<file path="config.mk">
export PLATFORM = sky130hd
export DESIGN_NAME = multi_add_pipe
export DESIGN_NICKNAME = d
export VERILOG_FILES = /design/src/rtl/multi_add_pipe.sv
export SDC_FILE = /design/constraint.sdc
export NUM_CORES = 1
export LEC_CHECK = 0
export CAP_MARGIN = 0
export CORE_MARGIN = 1
export CORE_UTILIZATION = 45
export DETAILED_ROUTE_END_ITERATION = 12
export DONT_BUFFER_PORTS = 1
export GPL_ROUTABILITY_DRIVEN = 0
export SYNTH_ARGS = -nofsm -noshare
export SYNTH_HDL_FRONTEND = slang
export SYNTH_SLANG_ARGS = --single-unit
</file>
<file path="constraint.sdc">
create_clock -name clk -period 2.3 [get_ports clk]
set_input_delay 0.23 -clock clk [delete_from_list [all_inputs] [get_ports clk]]
set_output_delay 0.23 -clock clk [all_outputs]
set_load 0.01 [all_outputs]
</file>
<file path="src/rtl/multi_add_pipe.sv">
// multi_add_pipe: pipelined pairwise adder tree over NUM_OPS operands plus
// a carry-in.
//
// Parameters:
//   WIDTH   operand and sum width (>= 2)
//   NUM_OPS operand count, power of two, 2..32
//
// Ports:
//   clk, rst_n           clock, asynchronous active-low reset
//   in_valid / in_ready  input handshake; in_ready = !stall
//   ops                  packed operands, operand k at [k*WIDTH +: WIDTH]
//   ci                   carry-in, adds +1 to the total
//   out_valid/out_ready  output handshake
//   s                    low WIDTH bits of the total (or saturated)
//   co                   set when total >= 2^WIDTH
//
// Build option:
//   MULTI_ADD_PIPE_SAT_EN  when defined, s saturates to all ones on co.
//
// The tree is a heap: node 1 is the root, node i has children 2i and
// 2i+1, and indices NUM_OPS..2*NUM_OPS-1 are the operands themselves.
// Every internal node is a register, so depth d lives in stage LVLS-d.
// All nodes carry WIDTH+LVLS bits, so no partial sum can ever overflow.

module multi_add_pipe #(
   parameter int WIDTH   = 7,
   parameter int NUM_OPS = 8
) (
   input  logic                     clk,
   input  logic                     rst_n,
   input  logic                     in_valid,
   output logic                     in_ready,
   input  logic [NUM_OPS*WIDTH-1:0] ops,
   input  logic                     ci,
   output logic                     out_valid,
   input  logic                     out_ready,
   output logic [WIDTH-1:0]         s,
   output logic                     co
);

   localparam int LVLS = $clog2(NUM_OPS);
   localparam int TW   = WIDTH + LVLS;

   logic [TW-1:0] leaf   [NUM_OPS];
   logic [TW-1:0] node_d [1:NUM_OPS-1];
   logic [TW-1:0] node_q [1:NUM_OPS-1];
   logic [LVLS:1] vld;
   logic          stall;
   logic [TW-1:0] total;

   for (genvar k = 0; k < NUM_OPS; k++) begin : g_leaf
      assign leaf[k] = TW'(ops[k*WIDTH +: WIDTH]);
   end

   // Stage-1 nodes add two operands; node NUM_OPS/2 also takes ci.
   // Worst case there is 2*(2^W-1)+1, which still fits in W+1 bits.
   for (genvar i = 1; i < NUM_OPS; i++) begin : g_node
      if (2*i >= NUM_OPS) begin : g_s1
         if (i == NUM_OPS/2) begin : g_ci
            assign node_d[i] = leaf[2*i-NUM_OPS]
                             + leaf[2*i-NUM_OPS+1]
                             + TW'(ci);
         end else begin : g_pair
            assign node_d[i] = leaf[2*i-NUM_OPS]
                             + leaf[2*i-NUM_OPS+1];
         end
      end else begin : g_up
         assign node_d[i] = node_q[2*i] + node_q[2*i+1];
      end
   end

   // The whole tree moves as one: bubbles advance with their
   // don't-care data, and everything freezes on a stall.
   always_ff @(posedge clk or negedge rst_n) begin
      if (!rst_n) begin
         vld <= '0;
         for (int i = 1; i < NUM_OPS; i++) begin
            node_q[i] <= '0;
         end
      end else if (!stall) begin
         vld[1] <= in_valid;
         for (int j = 2; j <= LVLS; j++) begin
            vld[j] <= vld[j-1];
         end
         for (int i = 1; i < NUM_OPS; i++) begin
            node_q[i] <= node_d[i];
         end
      end
   end

   assign out_valid = vld[LVLS];
   assign stall     = vld[LVLS] & ~out_ready;
   assign in_ready  = ~stall;
   assign total     = node_q[1];
   assign co        = |total[TW-1:WIDTH];

`ifdef MULTI_ADD_PIPE_SAT_EN
   assign s = co ? '1 : total[WIDTH-1:0];
`else
   assign s = total[WIDTH-1:0];
`endif

endmodule

</file>
After elaboration in Yosys (flattened, before gate mapping)
Index checks and enable logic that the tools add are counted.
Widths: inputs -> output; s select.
{"block": "word_totals", "reg_bits": 73, "input_bits": 61, "output_inout_bits": 10, "word_cells": 20}
{"block": "op_classes", "add_sub_neg": 8, "bitwise": 3, "n_reduce_logical": 1}
{"operator": "$add 7x7->8", "count": 4}
{"operator": "$add 10x10->10", "count": 3}
{"operator": "$add 8x1->9", "count": 1}
{"operator": "$reduce_or 3->1", "count": 1}
{"operator": "$not 1->1", "count": 2}
{"operator": "$and 1x1->1", "count": 1}

Depth between registers and ports, before layout
{"block": "depth", "depth_word": 3, "mapped_depth": 8, "depth_no_buf": 8}

Least setup slack after synthesis
Ideal clock, no wire load.
{"block": "synth_timing", "path_kind": "register to register", "start": "reg node_q[40] (netlist bit)", "end": "reg node_q, in the netlist total[6]", "setup_ns": 0.120, "arrival_time_ns": 1.841, "required_time_ns": 2.180, "slack_ns": 0.339, "stages_incl_launch_ff": 9, "path_buffers": 0, "synth_period_minus_slack_ns": 1.961, "path_cell_list": "dfrtp_1 ha_1 inv_1 fa_1 nor2b_4 o31a_1 o21a_1 or3_1 a31o_1"}
{"block": "synth_between", "elab_chain_cells": 1}
{"item": "from (decl)", "line_no": "46", "source": "logic [TW-1:0] node_q [1:NUM_OPS-1];"}
{"item": "from (signal, indexed assignment)", "line_no": "86", "source": "node_q[i] <= node_d[i];"}
{"item": "$add 10x10->10", "line_no": "68", "source": "assign node_d[i] = node_q[2*i] + node_q[2*i+1];"}
No other way between the ends.
A chain may end at the register's enable or synchronous reset.

Worst setup path after layout
Ends and elaborated chain as after synthesis.

==> impl_metrics.ini <==
[synthesis]
ys_types = 35
synth_nets = 583
syn_inst = 462
ys_seq_area_frac = 0.371
yosysWarnings = 0
synth.area.top_cells = dfrtp_1 37%, ha_1 15%, nand2_1 5.8%, a21oi_1 4.6%, o21ai_0 4.6%
syn-cell-area_sq_um = 4250
synth-async-reset-ratio = 1.00
synth_common_cells = 66 x nand2_1, 63 x dfrtp_1, 52 x ha_1
synth-main-ff-cell = dfrtp_1
ys_ff_latch = 63
synth_edf_count = 0
syn_avg_cell_area_sq_um = 9.20
synth_most_common_cell = nand2_1
yosysTopAreaCell = dfrtp_1
synth_top_cell_area_share = 0.371

[final_layout]
antenna_cells = 0
syn2layout_area_growth_pct = 8.65
drive_gt1_frac = 0.0516
fin_nets = 581
fillers = 898
final_cell_area_sq_um = 4620

[critical_path]
critPathArrivalTime_ps = 2320
path_max_fanout = 3
crit_required_ps = 2540
critPathCaptureType = flip-flop
crit_path_start_kind = flip-flop
r2r_cells = 8
critical_path_class = flip-flop to flip-flop

[global_routing]
grt_pass1_wl_mm = 13.6
grt_pass1_vias = 3059
grt_max_degree = 74
grt_usage = 0.175
grt_overflow = 0
antenna_found_initial = 0

[detailed_routing]
vias = 3195
ant_nets = 0
firstDrtPassIters = 4
drtIter0Drc = 153
routed_wl_mm = 8.06
wl_per_cell_microns = 14.0
drc = 0
drt-vias-per-instance = 5.55

[sta]
slew_headroom = 0.628
timing.final.hold_violations = 0
tns_ps = 0
setup_ws_ps = 214
clock-skew-final_ps = 8.86
setup_viol = 0
fmax_mhz = 479
tightest_slew_ps = 551
rsz0062_at_grt = false
fin_crit_sh = 0.907
fin_crit_ps = 2090
drv_slew = 0

[status]
outcome = finished clean

[power]
p_per_area_nw_per_um2 = 1240
p_leak_nw = 2.09
vdd_ir_drop_max_mv = 0.479

[place]
port_buffers = 0
place_worst_setup_slack_ps = 225
placed_area_sq_um = 4350
post-dp-hpwl_mm = 6.01

[clock_tree]
clk_latency_ps = 340
cts_setup_buffers = 0
clock_path_buffers = 2
cts_root_buf = clkbuf_8
cts.sinks = 63
tritoncts = yes
htree_levels = 3
cts_buffers = 9
path_clk_slew_ps = 80

[floorplanning]
start_util = 0.462
die_h_microns = 99.2
fp-row-count = 35
dieArea_sq_um = 9840
core_sq_um = 9200
die_x_microns = 99.2
boundaryPins = 71

[run]
maxCapViolCount = 0

[min_path]
hold_class = input port to flip-flop
hold_depth = 3
-- final cells by class --
cell class                 instances  area, sq um  share of cell area
timing repair buffer               8          110              0.0238
multi-input combinational        358         2500               0.541
tap                              111          139              0.0301
inverter                          20         75.1              0.0163
clock buffer                      10          128              0.0276
clock inverter                     6         93.8              0.0203
sequential                        63         1580               0.341
-- worst max-delay path: stages (launching register included) --
cell and delay (ps):
dfrtp_1 380, ha_1 230, inv_1 70, fa_1 250
nor2b_4 50, o31a_1 270, o21a_1 190, or3_1 310
a31o_1 220
-- cell families (layout without fill, tap and decap cells) --
logic type | Yosys count | count (layout) | share of synthesized area
buf+inv | 41 | 44 | 0.0436
fa+ha+maj | 60 | 60 | 0.191
xor+xnor | 19 | 19 | 0.0391
compound gates | 147 | 147 | 0.220
flops | 63 | 63 | 0.371
simple gates | 132 | 132 | 0.136
-- stage by stage --
stage                     hold slack, ps   util  std cells  total power [W]
final                                112  0.502        576          0.00575
after global routing                 111  0.502        576          0.00631
after CTS                           99.7  0.502        576          0.00581
after detailed placement           -64.2  0.473        557          0.00468
after global placement             -64.3  0.473        557          0.00461
after floorplan                    -65.6      -        462          0.00413
-- worst paths after layout --
path / endpoint / from / slack (ps)
setup / recovery: total[6]$_DFFE_PN0N_ / node_q[40]$_DFFE_PN0N_ / 210
hold / removal: node_q[20]$_DFFE_PN0N_ / ops[21] / 110
min in group asynchronous: node_q[11]$_DFFE_PN0N_ / rst_n / 430
hold reg to reg: vld[3]$_DFFE_PN0N_ / vld[2]$_DFFE_PN0N_ / 470
setup reg to reg: total[6]$_DFFE_PN0N_ / node_q[40]$_DFFE_PN0N_ / 210
max in group asynchronous: total[4]$_DFFE_PN0N_ / rst_n / 1580
-- report_power, final --
part	leakage, nW	internal (W)	switching (W)	total, W
clock network	0.107	0.000617	0.000445	0.00106
registers	0.739	0.00158	0.000324	0.00190
logic	1.25	0.00127	0.00151	0.00278
total	2.09	0.00347	0.00228	0.00575
-- registers in the layout, indices dropped and copies added (netlist names) --
name,count
node_q,50
total,10
vld,3
-- layer usage --
layer	GRT usage	share of wire
met3	0.0436	0.045
met5	0	0
met1	0.240	0.51
met4	0.0543	0.012
met2	0.273	0.43
-- placed cells by master, fill, tap and decap left out, types with 7 or more instances in the layout --
cell type / count
nand2_1: 66
dfrtp_1: 63
ha_1: 52
o21ai_0: 39
a21oi_1: 39
nor2_1: 37
inv_1: 19
o21a_1: 15
xor2_1: 13
o31ai_1: 12
a211oi_1: 11
clkbuf_8: 9
o31a_1: 8
nor3_1: 8
fa_1: 8
a21o_1: 7
-- timing repair --
action,in CTS,in global routing
endpoints found under the hold margin,64,0
gates resized for setup,0,0
hold buffers,3,0
(Power assumes the default switching activity.)
